`config.mk`:
```
export PLATFORM = sky130hd
export DESIGN_NAME = fetch_unit
export DESIGN_NICKNAME = d
export VERILOG_FILES = /design/src/rtl/fetch_pkg.sv /design/src/rtl/fifo.sv /design/src/rtl/fetch_unit.sv
export SDC_FILE = /design/constraint.sdc
export NUM_CORES = 1
export LEC_CHECK = 0
export ABC_AREA = 1
export CAP_MARGIN = 30
export CORE_MARGIN = 2
export CORE_UTILIZATION = 60
export CTS_BUF_LIST = sky130_fd_sc_hd__clkbuf_16
export DETAILED_ROUTE_END_ITERATION = 8
export PLACE_DENSITY = 0.8
export SYNTH_ARGS = -nofsm -noshare
export SYNTH_HDL_FRONTEND = slang
export SYNTH_SLANG_ARGS = --single-unit
```
`constraint.sdc`:
```
create_clock -name clk -period 9.95 [get_ports clk]
set_input_delay 1.99 -clock clk [delete_from_list [all_inputs] [get_ports clk]]
set_output_delay 1.99 -clock clk [all_outputs]
set_load 0.01 [all_outputs]
```
`src/rtl/fetch_pkg.sv`:
```
// fetch_pkg: shared types and constants for the instruction fetch stage
package fetch_pkg;
  localparam int INSTR_BYTES = 4;
  typedef struct packed {
    logic [31:0] pc;
    logic [31:0] instr;
  } fetch_entry_t;
endpackage

```
`src/rtl/fifo.sv`:
```
// fifo: circular-buffer FIFO with show-ahead head and occupancy count
module fifo #(
  parameter type T = logic [31:0],
  parameter int DEPTH = 4,
  localparam int CW = $clog2(DEPTH + 1)
) (
  input  logic          clk,
  input  logic          rst,
  input  logic          push,
  input  T              push_data,
  input  logic          pop,
  output T              head,
  output logic [CW-1:0] count
);
  localparam int AW = DEPTH > 1 ? $clog2(DEPTH) : 1;
  localparam logic [AW-1:0] LAST = AW'(DEPTH - 1);
  T mem_q [DEPTH];
  logic [AW-1:0] rd_q, rd_d, wr_q, wr_d;
  logic [CW-1:0] cnt_q, cnt_d;
  always_comb begin
    rd_d = pop ? (rd_q == LAST ? '0 : rd_q + AW'(1)) : rd_q;
    wr_d = push ? (wr_q == LAST ? '0 : wr_q + AW'(1)) : wr_q;
    cnt_d = cnt_q + CW'(push) - CW'(pop);
    head = mem_q[rd_q];
    count = cnt_q;
  end
  always_ff @(posedge clk) begin
    if (rst) begin
      rd_q <= '0;
      wr_q <= '0;
      cnt_q <= '0;
    end else begin
      rd_q <= rd_d;
      wr_q <= wr_d;
      cnt_q <= cnt_d;
    end
  end
  always_ff @(posedge clk) begin
    if (push) mem_q[wr_q] <= push_data;
  end
endmodule

```
`src/rtl/fetch_unit.sv`:
```
// fetch_unit: in-order fetch stage; issues word requests and pushes {pc, instr} to the fetch queue.
// Define FETCH_BYPASS_EN to let a response skip an empty skid buffer straight into the queue.
module fetch_unit
  import fetch_pkg::*;
#(
  parameter logic [31:0] RESET_PC = 32'h0000_0000,
  parameter int MAX_OUTSTANDING = 4
) (
  input  logic        clk,
  input  logic        reset,
  output logic        imem_req_valid,
  input  logic        imem_req_ready,
  output logic [31:0] imem_req_addr,
  input  logic        imem_rsp_valid,
  input  logic [31:0] imem_rsp_data,
  input  logic        redirect_valid,
  input  logic [31:0] redirect_pc,
  output logic        fq_write_en,
  output logic [63:0] fq_write_data,
  input  logic        fq_full
);
  localparam int CW = $clog2(MAX_OUTSTANDING + 1);
  localparam logic [CW:0] CREDITS = (CW + 1)'(MAX_OUTSTANDING);
  logic [31:0] pc_q, pc_d, pcq_head;
  logic [CW-1:0] out_q, out_d, drop_q, drop_d, skid_cnt, pcq_cnt_unused;
  logic [1:0] rpc_unused;
  fetch_entry_t skid_head, rsp_entry;
  logic flush, req_fire, keep, bypass, skid_ne, skid_pop, skid_push;
  always_comb begin
    flush = reset | redirect_valid;
    rpc_unused = redirect_pc[1:0];
    imem_req_valid = !reset && !redirect_valid && ({1'b0, out_q} + {1'b0, skid_cnt} < CREDITS);
    imem_req_addr = pc_q;
    req_fire = imem_req_valid && imem_req_ready;
    keep = imem_rsp_valid && drop_q == '0 && !redirect_valid;
    rsp_entry = '{pc: pcq_head, instr: imem_rsp_data};
    skid_ne = skid_cnt != '0;
    skid_pop = skid_ne && !fq_full && !redirect_valid && !reset;
`ifdef FETCH_BYPASS_EN
    bypass = keep && !skid_ne && !fq_full && !reset;
`else
    bypass = 1'b0;
`endif
    skid_push = keep && !bypass;
    fq_write_en = skid_pop || bypass;
    fq_write_data = !fq_write_en ? '0 : skid_ne ? skid_head : rsp_entry;
    pc_d = redirect_valid ? {redirect_pc[31:2], 2'b00} : req_fire ? pc_q + 32'(INSTR_BYTES) : pc_q;
    out_d = out_q + CW'(req_fire) - CW'(imem_rsp_valid);
    // every response still in flight at a redirect belongs to the old path
    drop_d = redirect_valid ? out_q - CW'(imem_rsp_valid)
           : (imem_rsp_valid && drop_q != '0) ? drop_q - CW'(1) : drop_q;
  end
  always_ff @(posedge clk) begin
    if (reset) begin
      pc_q <= RESET_PC;
      out_q <= '0;
      drop_q <= '0;
    end else begin
      pc_q <= pc_d;
      out_q <= out_d;
      drop_q <= drop_d;
    end
  end
  fifo #(.T(fetch_entry_t), .DEPTH(MAX_OUTSTANDING)) u_skid (
    .clk(clk), .rst(flush), .push(skid_push), .push_data(rsp_entry),
    .pop(skid_pop), .head(skid_head), .count(skid_cnt)
  );
  fifo #(.T(logic [31:0]), .DEPTH(MAX_OUTSTANDING)) u_pcq (
    .clk(clk), .rst(flush), .push(req_fire), .push_data(pc_q),
    .pop(keep), .head(pcq_head), .count(pcq_cnt_unused)
  );
endmodule
```
# Word-level counts from Yosys, hierarchy flattened
# Memories as Yosys holds them, arrays and structs flattened. A register that Yosys moved wholly into a read port is not among the register bits.
# Cells that the tools add are included.
dict set report totals {
  ff_bits 49
  mem_bits_rw 384
  input_bits 70
  out_inout_bits 98
  elab_cells 65
  n_memories 2
}
dict set report classes {
  addsub 12
  order_cmp 1
  n_eq_ne 4
  mux 18
  bitwise_logic 1
  n_reduce_logical 18
}
# memory depth word_bits rd rd_clocked_by_memory_dff write_ports line_no
set mem_list {}
lappend mem_list {u_skid.mem_q 4 64 1 1 1 fifo.sv:17} ;# T mem_q [DEPTH];
lappend mem_list {u_pcq.mem_q 4 32 1 1 1 fifo.sv:17}
# op n
set ops {}
lappend ops {{two-way mux 64 bit} 2}
lappend ops {{two-way mux 32 bit} 2}
lappend ops {{adder 32 x 3 -> 32 bit (second input constant)} 1}
lappend ops {{two-way mux 2 bit} 8}
lappend ops {{logical AND 1 bit} 9}
lappend ops {{subtractor 3 x 1 -> 3 bit} 3}
lappend ops {{adder 2 x 1 -> 2 bit (second input constant)} 4}
lappend ops {{== test 2 bit (second input constant)} 4}
lappend ops {{adder 3 x 1 -> 3 bit} 2}
lappend ops {{two-way mux 3 bit} 2}
lappend ops {{nonzero test 3 bit} 2}
lappend ops {{adder 3 x 3 -> 4 bit} 1}
lappend ops {{< comparator 4 x 3 -> 1 bit (second input constant)} 1}
lappend ops {{two-way mux 1 bit} 4}
lappend ops {{nonzero test 2 bit} 2}
lappend ops {{logical NOT 1 bit} 3}
lappend ops {{logical NOT 3 bit} 1}
lappend ops {{subtractor 3 x 1 -> 3 bit (second input constant)} 1}
lappend ops {{OR reduction 2 bit} 1}
lappend ops {{bitwise OR 1 bit} 1}

# Depth between registers and ports, before layout
# Gate-level depths: netlist (run 1).
dict set report depth {
  depth_word 6
  mapped_depth 15
}

# Modules after synthesis
# A second synthesis (run 1) with hierarchy kept.
dict set report unflattened {
  hier_cells 1806
  area_unflattened_um2 19167.1
}
# module instances cells_each area_per_inst_um2 seq_area_each_um2
set by_module_without_submodules {}
lappend by_module_without_submodules {{fifo (u_skid)} 1 803 10430.0 7867.5}
lappend by_module_without_submodules {{fifo (u_pcq)} 1 430 5511.5 4023.9}
lappend by_module_without_submodules {fetch_unit 1 573 3225.6 720.7}

# Worst setup path after synthesis (run 1)
# Ideal clock, no wire load.
dict set report synth_timing {
  path_kind {in2reg}
  startpoint {input port imem_rsp_valid}
  endpoint {memory u_skid.mem_q[3][0] (netlist name) (enable)}
  setup_time_ns 0.484
  arrival_ns 5.095
  t_required_ns 9.466
  slack_ns 4.371
  path_stages 4
  path_buffers 0
  path_cell_list {inv_1 -> nor3_1 -> nand2_1 -> nor2_1}
}
dict set report synth_via {
  elab_chain_cells 4
}
# element line_no
set synth_lines {}
lappend synth_lines {{start: declaration} fetch_unit.sv:14} ;# input logic imem_rsp_valid,
lappend synth_lines {{logical AND 1 bit (2 in series)} fetch_unit.sv:35} ;# keep = imem_rsp_valid && drop_q == '0 && !redirect_valid;
lappend synth_lines {{two-way mux 1 bit} fifo.sv:39} ;# if (push) mem_q[wr_q] <= push_data;
lappend synth_lines {{two-way mux 1 bit (not written as such)} fifo.sv:39}
lappend synth_lines {{end: declaration} fifo.sv:17}
# No other way between the ends.

# Worst setup path in the final report (run 1)
dict set report layout_timing {
  startpoint {input port redirect_valid}
  endpoint {output port fq_write_data[1]}
}
dict set report layout_via {
  elab_chain_cells 4
}
# element line_no
set layout_lines {}
lappend layout_lines {{start: declaration} fetch_unit.sv:16} ;# input logic redirect_valid,
lappend layout_lines {{logical NOT 1 bit} fetch_unit.sv:38} ;# skid_pop = skid_ne && !fq_full && !redirect_valid && !reset;
lappend layout_lines {{logical AND 1 bit (2 in series)} fetch_unit.sv:38}
lappend layout_lines {{two-way mux 64 bit} fetch_unit.sv:46} ;# fq_write_data = !fq_write_en ? '0 : skid_ne ? skid_head : rsp_entry;
lappend layout_lines {{end: declaration} fetch_unit.sv:19} ;# output logic [63:0] fq_write_data,
# No other way between the ends.

==> results of run 1 <==
## layout make-up
cell class                      instances  area (um^2)  share of cell area
Sequential cell                       419        12080              0.5845
Inverter                               90        339.1             0.01641
Multi-Input combinational cell        887         4678              0.2265
Timing Repair Buffer                  179         1767             0.08552
Tap cell                              384        480.5             0.02326
Clock inverter                         33        242.7             0.01175
Clock buffer                           43         1076             0.05209
## through the flow
| stage | setup slack, ps | cell area, um^2 |
|---|---|---|
| after floorplan | 4371 | 17440 |
| after global placement | 3177 | 19310 |
| after detailed placement | 3107 | 19310 |
| after CTS | 3074 | 20630 |
| after global routing | 2883 | 20660 |
| final | 3096 | 20660 |
## cell usage after synthesis
cell	number
dfxtp_1	51
clkbuf_1	58
edfxtp_1	368
nand2_1	221
a22oi_1	3
a211oi_2	1
nand3b_1	2
ha_1	21
conb_1	1
inv_1	86
o21ai_0	143
o21bai_1	32
inv_2	2
xnor2_1	4
fa_1	2
o22ai_1	30
buf_6	7
o211a_1	2
nor3_4	2
buf_4	5
nor2_4	2
buf_1	6
a221oi_2	30
a211oi_1	1
and2_1	2
nand2_2	2
nand3_1	56
xor2_1	6
nor2_1	194
clkinv_1	2
buf_2	8
a21oi_1	122
a221oi_1	2
nor3_1	3
## state kept, by name, indices dropped and copies added, names as in the netlist, named ones only
register and flops:
imem_req_addr 30, u_pcq.rd_q 2, out_q 3, u_skid.rd_q 2
u_pcq.mem_q 120, u_skid.mem_q 248, drop_q 3, u_skid.wr_q 2
u_pcq.wr_q 2, u_skid.count 3
## worst min-delay path by stage
stage | end | slack (ps) | depth (start not counted)
2_1_floorplan | out_q[2] | 460 | 1
6_report | out_q[2] | 520 | 1
3_3_place_gp | out_q[2] | 470 | 1
4_1_cts | out_q[2] | 520 | 1
3_5_place_dp | out_q[2] | 500 | 1
5_1_grt | out_q[2] | 520 | 1
## cell families (layout without fill, tap and decap cells)
| kind of cell | after synthesis | in the layout | synth area share |
|---|---|---|---|
| flip-flops | 419 | 419 | 0.6925 |
| other | 1 | 4 | 0.0002151 |
| adder cells (fa/ha/maj) | 23 | 23 | 0.01737 |
| AO/OA/AOI/OAI | 366 | 366 | 0.1311 |
| XOR/XNOR | 10 | 10 | 0.005024 |
| buffers and inverters | 174 | 345 | 0.04213 |
| AND/OR/NAND/NOR | 484 | 484 | 0.1117 |
## report_power, final
part / switching (mW) / internal [mW] / total (mW)
logic: 0.134 / 0.0885 / 0.223
clock network: 0.619 / 0.864 / 1.48
registers: 0.0372 / 1.97 / 2.01
total: 0.791 / 2.92 / 3.71
## cells in the final DEF, fill, tap and decap left out, types with 30 or more instances in the layout
cell and count:
o21ai_0 143, a221oi_2 30, clkbuf_16 43, nand3_1 56, a21oi_1 122, dfxtp_1 50, inv_1 91, o21bai_1 32
edfxtp_1 368, nor2_1 186, o22ai_1 30, nand2_1 221, clkdlybuf4s50_1 161
## routing by layer
metal / track usage / vias up / part of all wire
met4: 0.06723 / 0 / 0.018
met5: 0 / - / 0
met3: 0.03718 / 59 / 0.082
li1: - / 5519 / -
met1: 0.3162 / 5620 / 0.41
met2: 0.4120 / 520 / 0.49
==> impl_results.md, run 1 <==
* Post-synth top area share at 0.6339
* First-pass GRT wire length at around 58000 um
* Horiz. Die Dim at 174.5 um
* TritonCTS Buffers at between 40 and 50
* WL final at 36910 um
* Worst Path Buf+Inv at 6
* Number of max-cap violations at 0
* CP Depth at 9
* Synth Area per Inst at 11.80 um^2
* Yosys warnings at 0
* Fin. Hold Viols at 0
* Final antenna-violating net count at 0
* CTS max path bufs at 3
* Buffers on Ports at between 150 and 200
* Worst Setup Start Kind: primary input
* Clk_skew at 13.33 ps
* WHS at between 500 and 600 ps
* RSZ-0062 raised after global routing: no
* Setup Fix Bufs, Post-CTS at 0
* Max_slew headroom at 0.3083
* Number of global-route vias before repair at 11400
* Crit end category: output pin
* TritonCTS clock tree: done
* Drt pass-1 iters at 5
* Leading post-synthesis cells by cell area: edfxtp_1 (63%), dfxtp_1 (5.9%), nand2_1 (4.8%)
* Core box area at ~29000 um^2
* Fmax at around 150 MHz
* Critical path class: primary input to output pin
* Endpoints failing setup at 0
* Top Family by Delay on Critical Path: buffers and inverters
* Total GRT Usage at 0.2385
* Worst Setup SP: redirect_valid
* Dpl hpwl at around 21000 um
* Hold-fix buffers, CTS at 0
* Total global routing overflow at 0
* VDD IR max at roughly 0.13 mV
* Critical-path cell list: clkdlybuf4s50_1 -> buf_4 -> nor2_4 -> inv_2 -> nor3_4 -> inv_2 -> buf_4 -> a221oi_1 -> clkdlybuf4s50_1
* FF-to-FF End: out_q[2]
* Row count at 62
* Initial antenna violation count at 0
* Worst reg2reg startpoint: u_skid.count[1]
* Initial DRC count at 1131
* Initial Util at 0.6090
* Worst Path Arrival at 4860 ps
* Clk_lat worst skew at 520 ps
* Worst R2R Setup Slack at 6930 ps
* Power, Total at approximately 3.7 mW
* # diodes at 0
* Count of cell types in the netlist at 34
* Slew Limit Fails at 0
* Synthesis-stage register bit count at around 420
* Total negative slack at 0 ps
* Hold Startpoint: out_q[2]
* Post-Layout Cell Count at slightly above 2000
* Slew @ Worst Pin at 1034 ps
* Synth-to-layout area growth at 18.50%
* R2R depth at 13
* Largest net degree at the start of global routing at 103
* Nets at 1712
* Height of the chip at about 170 um
* CP max FO at between 60 and 70
* Worst path required time at a little under 8000 ps
* Outcome: completed
* Drt wl/cell at about 18 um
* Post-Synthesis Cells at 1477
* Period Utilization, post-route at 0.6889
* Hold Path Class: flip-flop to flip-flop
* Critical path's largest stage delay at between 600 and 700 ps
* Via density per instance at about 5.8
* Synth area leader: edfxtp_1
* Critical path endpoint: fq_write_data[1]
* I/O pin cnt at ~170
* Pwr Density at between 150 and 200 nW/um^2
* H-Tree Depth at 2
* Clock transition at the registers of the reported paths at ~60 ps
* DR DRC count at 0
* Final core utilization at 0.7217
* Root Buffer: clkbuf_16
* FILL cells at between 1500 and 2000
* Routed vias at around 12000
* Fin crit period at slightly below 7000 ps
* P_leak at around 7.2 nW
* Placed cells at between 1500 and 2000
* RePlAce Congestion at 0.8292
* Layout cells sized above 1 at 0.07874
* Slowest cell on the critical path: clkdlybuf4s50_1
* Sequential share of the synthesized area at 0.6925
* Die footprint at around 30000 um^2
* Post-CTS sizing at 0
* Mapped cell area at about 17000 um^2
* CTS Sinks at about 420
Power figures use the tool's default switching activity.
==> run 2: changes to the inputs <==
--- a/config.mk
+++ b/config.mk
@@ -8,10 +8,10 @@
 export ABC_AREA = 1
 export CAP_MARGIN = 30
 export CORE_MARGIN = 2
-export CORE_UTILIZATION = 60
+export CORE_UTILIZATION = 52
 export CTS_BUF_LIST = sky130_fd_sc_hd__clkbuf_16
 export DETAILED_ROUTE_END_ITERATION = 8
-export PLACE_DENSITY = 0.8
+export PLACE_DENSITY = 0.73
 export SYNTH_ARGS = -nofsm -noshare
 export SYNTH_HDL_FRONTEND = slang
 export SYNTH_SLANG_ARGS = --single-unit
==> constraint.sdc (replaced) <==
create_clock -name clk -period 6 [get_ports clk]
set_input_delay 1.2 -clock clk [delete_from_list [all_inputs] [get_ports clk]]
set_output_delay 1.2 -clock clk [all_outputs]
set_load 0.01 [all_outputs]
==> run 2 against run 1 <==
Worst hold slack worse by 8.4 ps. Power up 70%. Global-route usage shrank 2.5 points. Critical path depth is 1 lower. Cell count up 3.4%. Register-to-register slack worse by 3900 ps. Count of clock-buffer cells in the layout is 3 higher. Utilization decreased by 9.4 points. Critical endpoint is now fq_write_data[0]. Routed wire length is 2.8% higher. Sequential power increased by 66%. Largest cell class unchanged. Largest power group unchanged. Highest routed layer unchanged. Clock skew is 11 ps higher. Worst setup slack lost 2400 ps.
==> impl_results.md, run 2 (synthesis results as in run 1) <==
* Total negative slack at 0 ps
* Number of global-route vias before repair at 11150
* Slew Limit Fails at 0
* Buffers on Ports at ~160
* Initial DRC count at 931
* Total global routing overflow at 0
* Max_slew headroom at 0.3343
* Routed vias at ~11000
* Pwr Density at just over 300 nW/um^2
* Final WS setup at about 660 ps
* Core box area at 33280 um^2
* TritonCTS clock tree: done
* Clock transition at the registers of the reported paths at around 60 ps
* CTS Sinks at between 400 and 500
* CTS max path bufs at 3
* Worst Setup Start Kind: primary input
* Die footprint at 35010 um^2
* Initial Util at 0.5238
* Nets at approximately 1700
* RSZ-0062 raised after global routing: no
* Via density per instance at about 5.5
* Setup Fix Bufs, Post-CTS at 0
* Critical path's largest stage delay at around 610 ps
* Worst path required time at 4800 ps
* RePlAce Congestion at about 0.8
* Critical path class: primary input to output pin
* First-pass GRT wire length at between 50000 and 60000 um
* Dpl ws at approximately 620 ps
* Placed cells at around 2000
* Endpoints failing setup at 0
* Final antenna-violating net count at 0
* Post-Layout Cell Count at 2105
* Period Utilization, post-route at 0.8905
* DR DRC count at 0
* WHS at between 500 and 600 ps
* Most frequent cells in the layout: edfxtp_1 (368), nand2_1 (221), nor2_1 (186)
* Slew @ Worst Pin at around 1000 ps
* Initial antenna violation count at 0
* Clk_skew at around 25 ps
* Outcome: completed
* Fmax at roughly 190 MHz
* Final core utilization at 0.6275
* Worst Path Arrival at roughly 4100 ps
* Hold-fix buffers, CTS at 0
* Drt wl/cell at between 15 and 20 um
* I/O pin cnt at 168
* # diodes at 0
* Drt pass-1 iters at 5
* Worst Path Buf+Inv at 5
* P_leak at 7.241 nW
* Placement Cell Area at a little under 20000 um^2
* CP max FO at 41
* WL final at approximately 38000 um
* Row count at 67
* Most common cell after layout, fill and taps aside: edfxtp_1
* Top Family by Delay on Critical Path: buffers and inverters
* Number of max-cap violations at 0
* Horiz. Die Dim at around 190 um
* Power, Total at approximately 6.3 mW
* Fin area at 20890 um^2
* Synth-to-layout area growth at 19.80%
* TritonCTS Buffers at 45
* Layout cells sized above 1 at 0.08328
* Root Buffer: clkbuf_16
* Most flop-heavy register: u_skid.mem_q
* Critical-path cell list: clkdlybuf4s50_1 -> nor2_4 -> inv_2 -> nor3_4 -> inv_2 -> buf_4 -> a221oi_1 -> clkdlybuf4s50_1
* Slowest cell on the critical path: clkdlybuf4s50_1
* Height of the chip at roughly 190 um
* H-Tree Depth at 2
* Largest register FFs at 248
* Largest net degree at the start of global routing at 77
* Dpl hpwl at 21920 um
* Post-CTS sizing at 0
* Clk_lat worst skew at between 500 and 600 ps
* Fin. Hold Viols at 0
* Hold Path Class: flip-flop to flip-flop
* Crit end category: output pin
* VDD IR max at approximately 0.19 mV
* Fin crit period at roughly 5300 ps
* Total GRT Usage at 0.2134
==> run 2: cell type report <==
| class | instances | area [um^2] |
|---|---|---|
| tap | 448 | 560.5 |
| clock inverter | 32 | 264.0 |
| sequential | 419 | 12080 |
| multi-input combinational | 887 | 4678 |
| inverter | 90 | 339.1 |
| clock buffer | 46 | 1151 |
| fill | 2527 | 12400 |
| timing repair buffer | 183 | 1817 |
==> run 2: final timing paths <==
path	start	endpoint	slack, ps	cells after the start
worst max-delay path	redirect_valid	fq_write_data[0]	660	8
worst min-delay path	out_q[2]	out_q[2]	510	1
worst max register to register	out_q[2]	out_q[2]	3050	13
worst min register to register	out_q[2]	out_q[2]	510	1
==> run 2: worst register-to-register path, cell delays in order, from the launching register on <==
cell and delay (ps):
dfxtp_1 390, ha_1 250, nor2_1 110, nand2_1 150
nor2_4 130, nand2_2 390, ha_1 460, inv_1 50
ha_1 130, inv_1 50, fa_1 380, xor2_1 160
o21ai_0 140, a21oi_1 50
==> run 2: metal layers <==
layer / part of all wire / wire length [um] / vias to the layer above / GRT usage
met5: 0 / 0 / - / 0
met1: 0.45 / 17010 / 5505 / 0.2946
li1: - / - / 5539 / -
met3: 0.064 / 2427 / 49 / 0.03921
met2: 0.47 / 17960 / 396 / 0.3552
met4: 0.014 / 535 / 0 / 0.04853
==> run 2: where the power goes <==
group | switching [mW] | internal, mW | leakage (nW)
sequential | 0.0613 | 3.27 | 3.76
combinational | 0.225 | 0.148 | 2.77
clock | 1.10 | 1.53 | 0.713
total | 1.38 | 4.94 | 7.24
==> run 3: changes to the inputs <==
--- a/config.mk
+++ b/config.mk
@@ -11,6 +11,7 @@
 export CORE_UTILIZATION = 52
 export CTS_BUF_LIST = sky130_fd_sc_hd__clkbuf_16
 export DETAILED_ROUTE_END_ITERATION = 8
+export GPL_TIMING_DRIVEN = 0
 export PLACE_DENSITY = 0.73
 export SYNTH_ARGS = -nofsm -noshare
 export SYNTH_HDL_FRONTEND = slang
==> run 3 against run 2 <==
Critical path depth stayed put. Largest power group unchanged. Final area is 1.7% higher. Largest cell class unchanged. Cell count is 3.4% higher. Combinational power is 5.4% higher. Die area stayed put. Global-route usage is 1.6 points higher. Flip-flop and latch count stayed put. Sequential power hardly changed. Sequential share of layout area is 0.99 points lower.
==> impl_results.md, run 3 (synthesis results as in run 1) <==
* R2R depth at 8
* Area of the multi-input gates at 4698 um^2
* Setup Fix Bufs, Post-CTS at 0
* H-Tree Depth at 2
* FF-to-FF End: u_skid.mem_q[1][6]
* Outcome: completed
* Worst path required time at 4800 ps
* Layout cells sized above 1 at 0.07755
* Fin. Hold Viols at 0
* Post-CTS sizing at 0
* Power, Total at 6.282 mW
* Most common cell after layout, fill and taps aside: edfxtp_1
* Routed vias at around 12000
* Clock transition at the registers of the reported paths at 60 ps
* CTS max path bufs at 3
* First-pass GRT wire length at 62880 um
* Sequential cell area at 12070 um^2
* TritonCTS clock tree: done
* Root Buffer: clkbuf_16
* Worst Setup Start Kind: primary input
* Dpl hpwl at 26240 um
* Largest net degree at the start of global routing at 31
* Slew @ Worst Pin at 975.0 ps
* Period Utilization, post-route at 0.8703
* Crit end category: output pin
* Endpoints failing setup at 0
* Hold Startpoint: out_q[2]
* Hold depth at 1
* Horiz. Die Dim at roughly 190 um
* WL final at between 40000 and 50000 um
* P_leak at between 7 and 8 nW
* Initial antenna violation count at 0
* Final antenna-violating net count at 0
* Worst reg2reg startpoint: drop_q[0]
* CTS Sinks at between 400 and 500
* Total negative slack at 0 ps
* Pwr Density at 295.8 nW/um^2
* # diodes at 0
* FILL cells at 2525
* Die footprint at ~35000 um^2
* Largest register FFs at about 250
* Drt wl/cell at approximately 19 um
* Total GRT Usage at 0.2294
* Slew Limit Fails at 0
* Initial Util at 0.5238
* RSZ-0062 raised after global routing: no
* Height of the chip at ~190 um
* Buffers on Ports at between 150 and 200
* Nets at approximately 1800
* Most flop-heavy register: u_skid.mem_q
* TritonCTS Buffers at 44
* Hold Path Class: flip-flop to flip-flop
* I/O pin cnt at ~170
* Row count at 67
* Drt pass-1 iters at 5
* Fin crit period at roughly 5200 ps
* Clk_lat worst skew at 540 ps
* Synth-to-layout area growth at 21.85%
* Via density per instance at around 5.5
* Worst R2R Setup Slack at 3060 ps
* Number of global-route vias before repair at approximately 12000
* WHS at around 510 ps
* DR DRC count at 0
* Most frequent cells in the layout: edfxtp_1 (368), nand2_1 (221), nor2_1 (186)
* CP max FO at 10
* Fmax at 191.5 MHz
* VDD IR max at approximately 0.22 mV
* Core box area at between 30000 and 40000 um^2
* Clk_skew at 12.96 ps
* Critical path class: primary input to output pin
* Max_slew headroom at 0.3484
* RePlAce Congestion at between 0.8 and 0.9
* Worst Hold End: out_q[2]
* Total global routing overflow at 0
* Initial DRC count at 1144
* Number of max-cap violations at 0
* Hold-fix buffers, CTS at 0
* Worst Path Arrival at between 4000 and 5000 ps
==> run 3: changes by cell type in the layout (fill, tap and decap cells not counted), sizes merged <==
cell	delta
inv	+7
clkinvlp	-1
clkinv	-5
buf	+14
clkbuf	+57
clkdlybuf4s50	-1
==> run 3: how the worst max path moves through the flow <==
stage	end	from	cells after the start	slack, ps
2_1_floorplan	u_skid.mem_q[3][0]	imem_rsp_valid	4	1210
3_3_place_gp	u_skid.mem_q[3][29]	imem_rsp_valid	5	-1700
3_5_place_dp	fq_write_data[47]	redirect_valid	8	740
4_1_cts	fq_write_data[47]	redirect_valid	8	750
5_1_grt	fq_write_data[47]	redirect_valid	8	690
6_report	fq_write_data[42]	redirect_valid	8	780
==> run 3: worst max-delay path, stage by stage <==
cell	delay, ps
clkdlybuf4s50_1	500
nor2_4	350
inv_2	180
nor3_4	460
inv_2	220
buf_2	250
a21oi_1	260
clkdlybuf4s50_1	590
==> run 3: per-stage QoR <==
step,setup WS [ps],util,std cells,cell area [um^2]
after floorplan,1211,-,1480,17440
after global placement,-1703,0.5891,2088,19610
after detailed placement,739.6,0.5974,2098,19880
after CTS,745.7,0.6383,2176,21240
after global routing,693.5,0.6383,2176,21240
final,778.3,0.6383,2176,21240
==> run 3: power breakdown <==
part,total (mW),switching (mW),internal [mW]
clock network,2.56,1.07,1.49
logic,0.393,0.232,0.160
registers,3.33,0.0617,3.27
total,6.28,1.37,4.91
==> run 3: routing by layer <==
metal / vias to the layer above / track usage / wire length, um / share of wire
met5: - / 0 / 0 / 0
met3: 65 / 0.03452 / 3201 / 0.079
met2: 524 / 0.3825 / 19630 / 0.49
met1: 5710 / 0.3141 / 16640 / 0.41
li1: 5680 / - / - / -
met4: 0 / 0.06899 / 899 / 0.022
==> run 3: cell type report <==
type                            count  area share
Timing Repair Buffer              170     0.08553
Tap cell                          448     0.02639
Buffer                             84     0.01867
Inverter                           90     0.01590
Clock inverter                     33     0.01101
Clock buffer                       45     0.05301
Multi-Input combinational cell    887      0.2212
Sequential cell                   419      0.5683
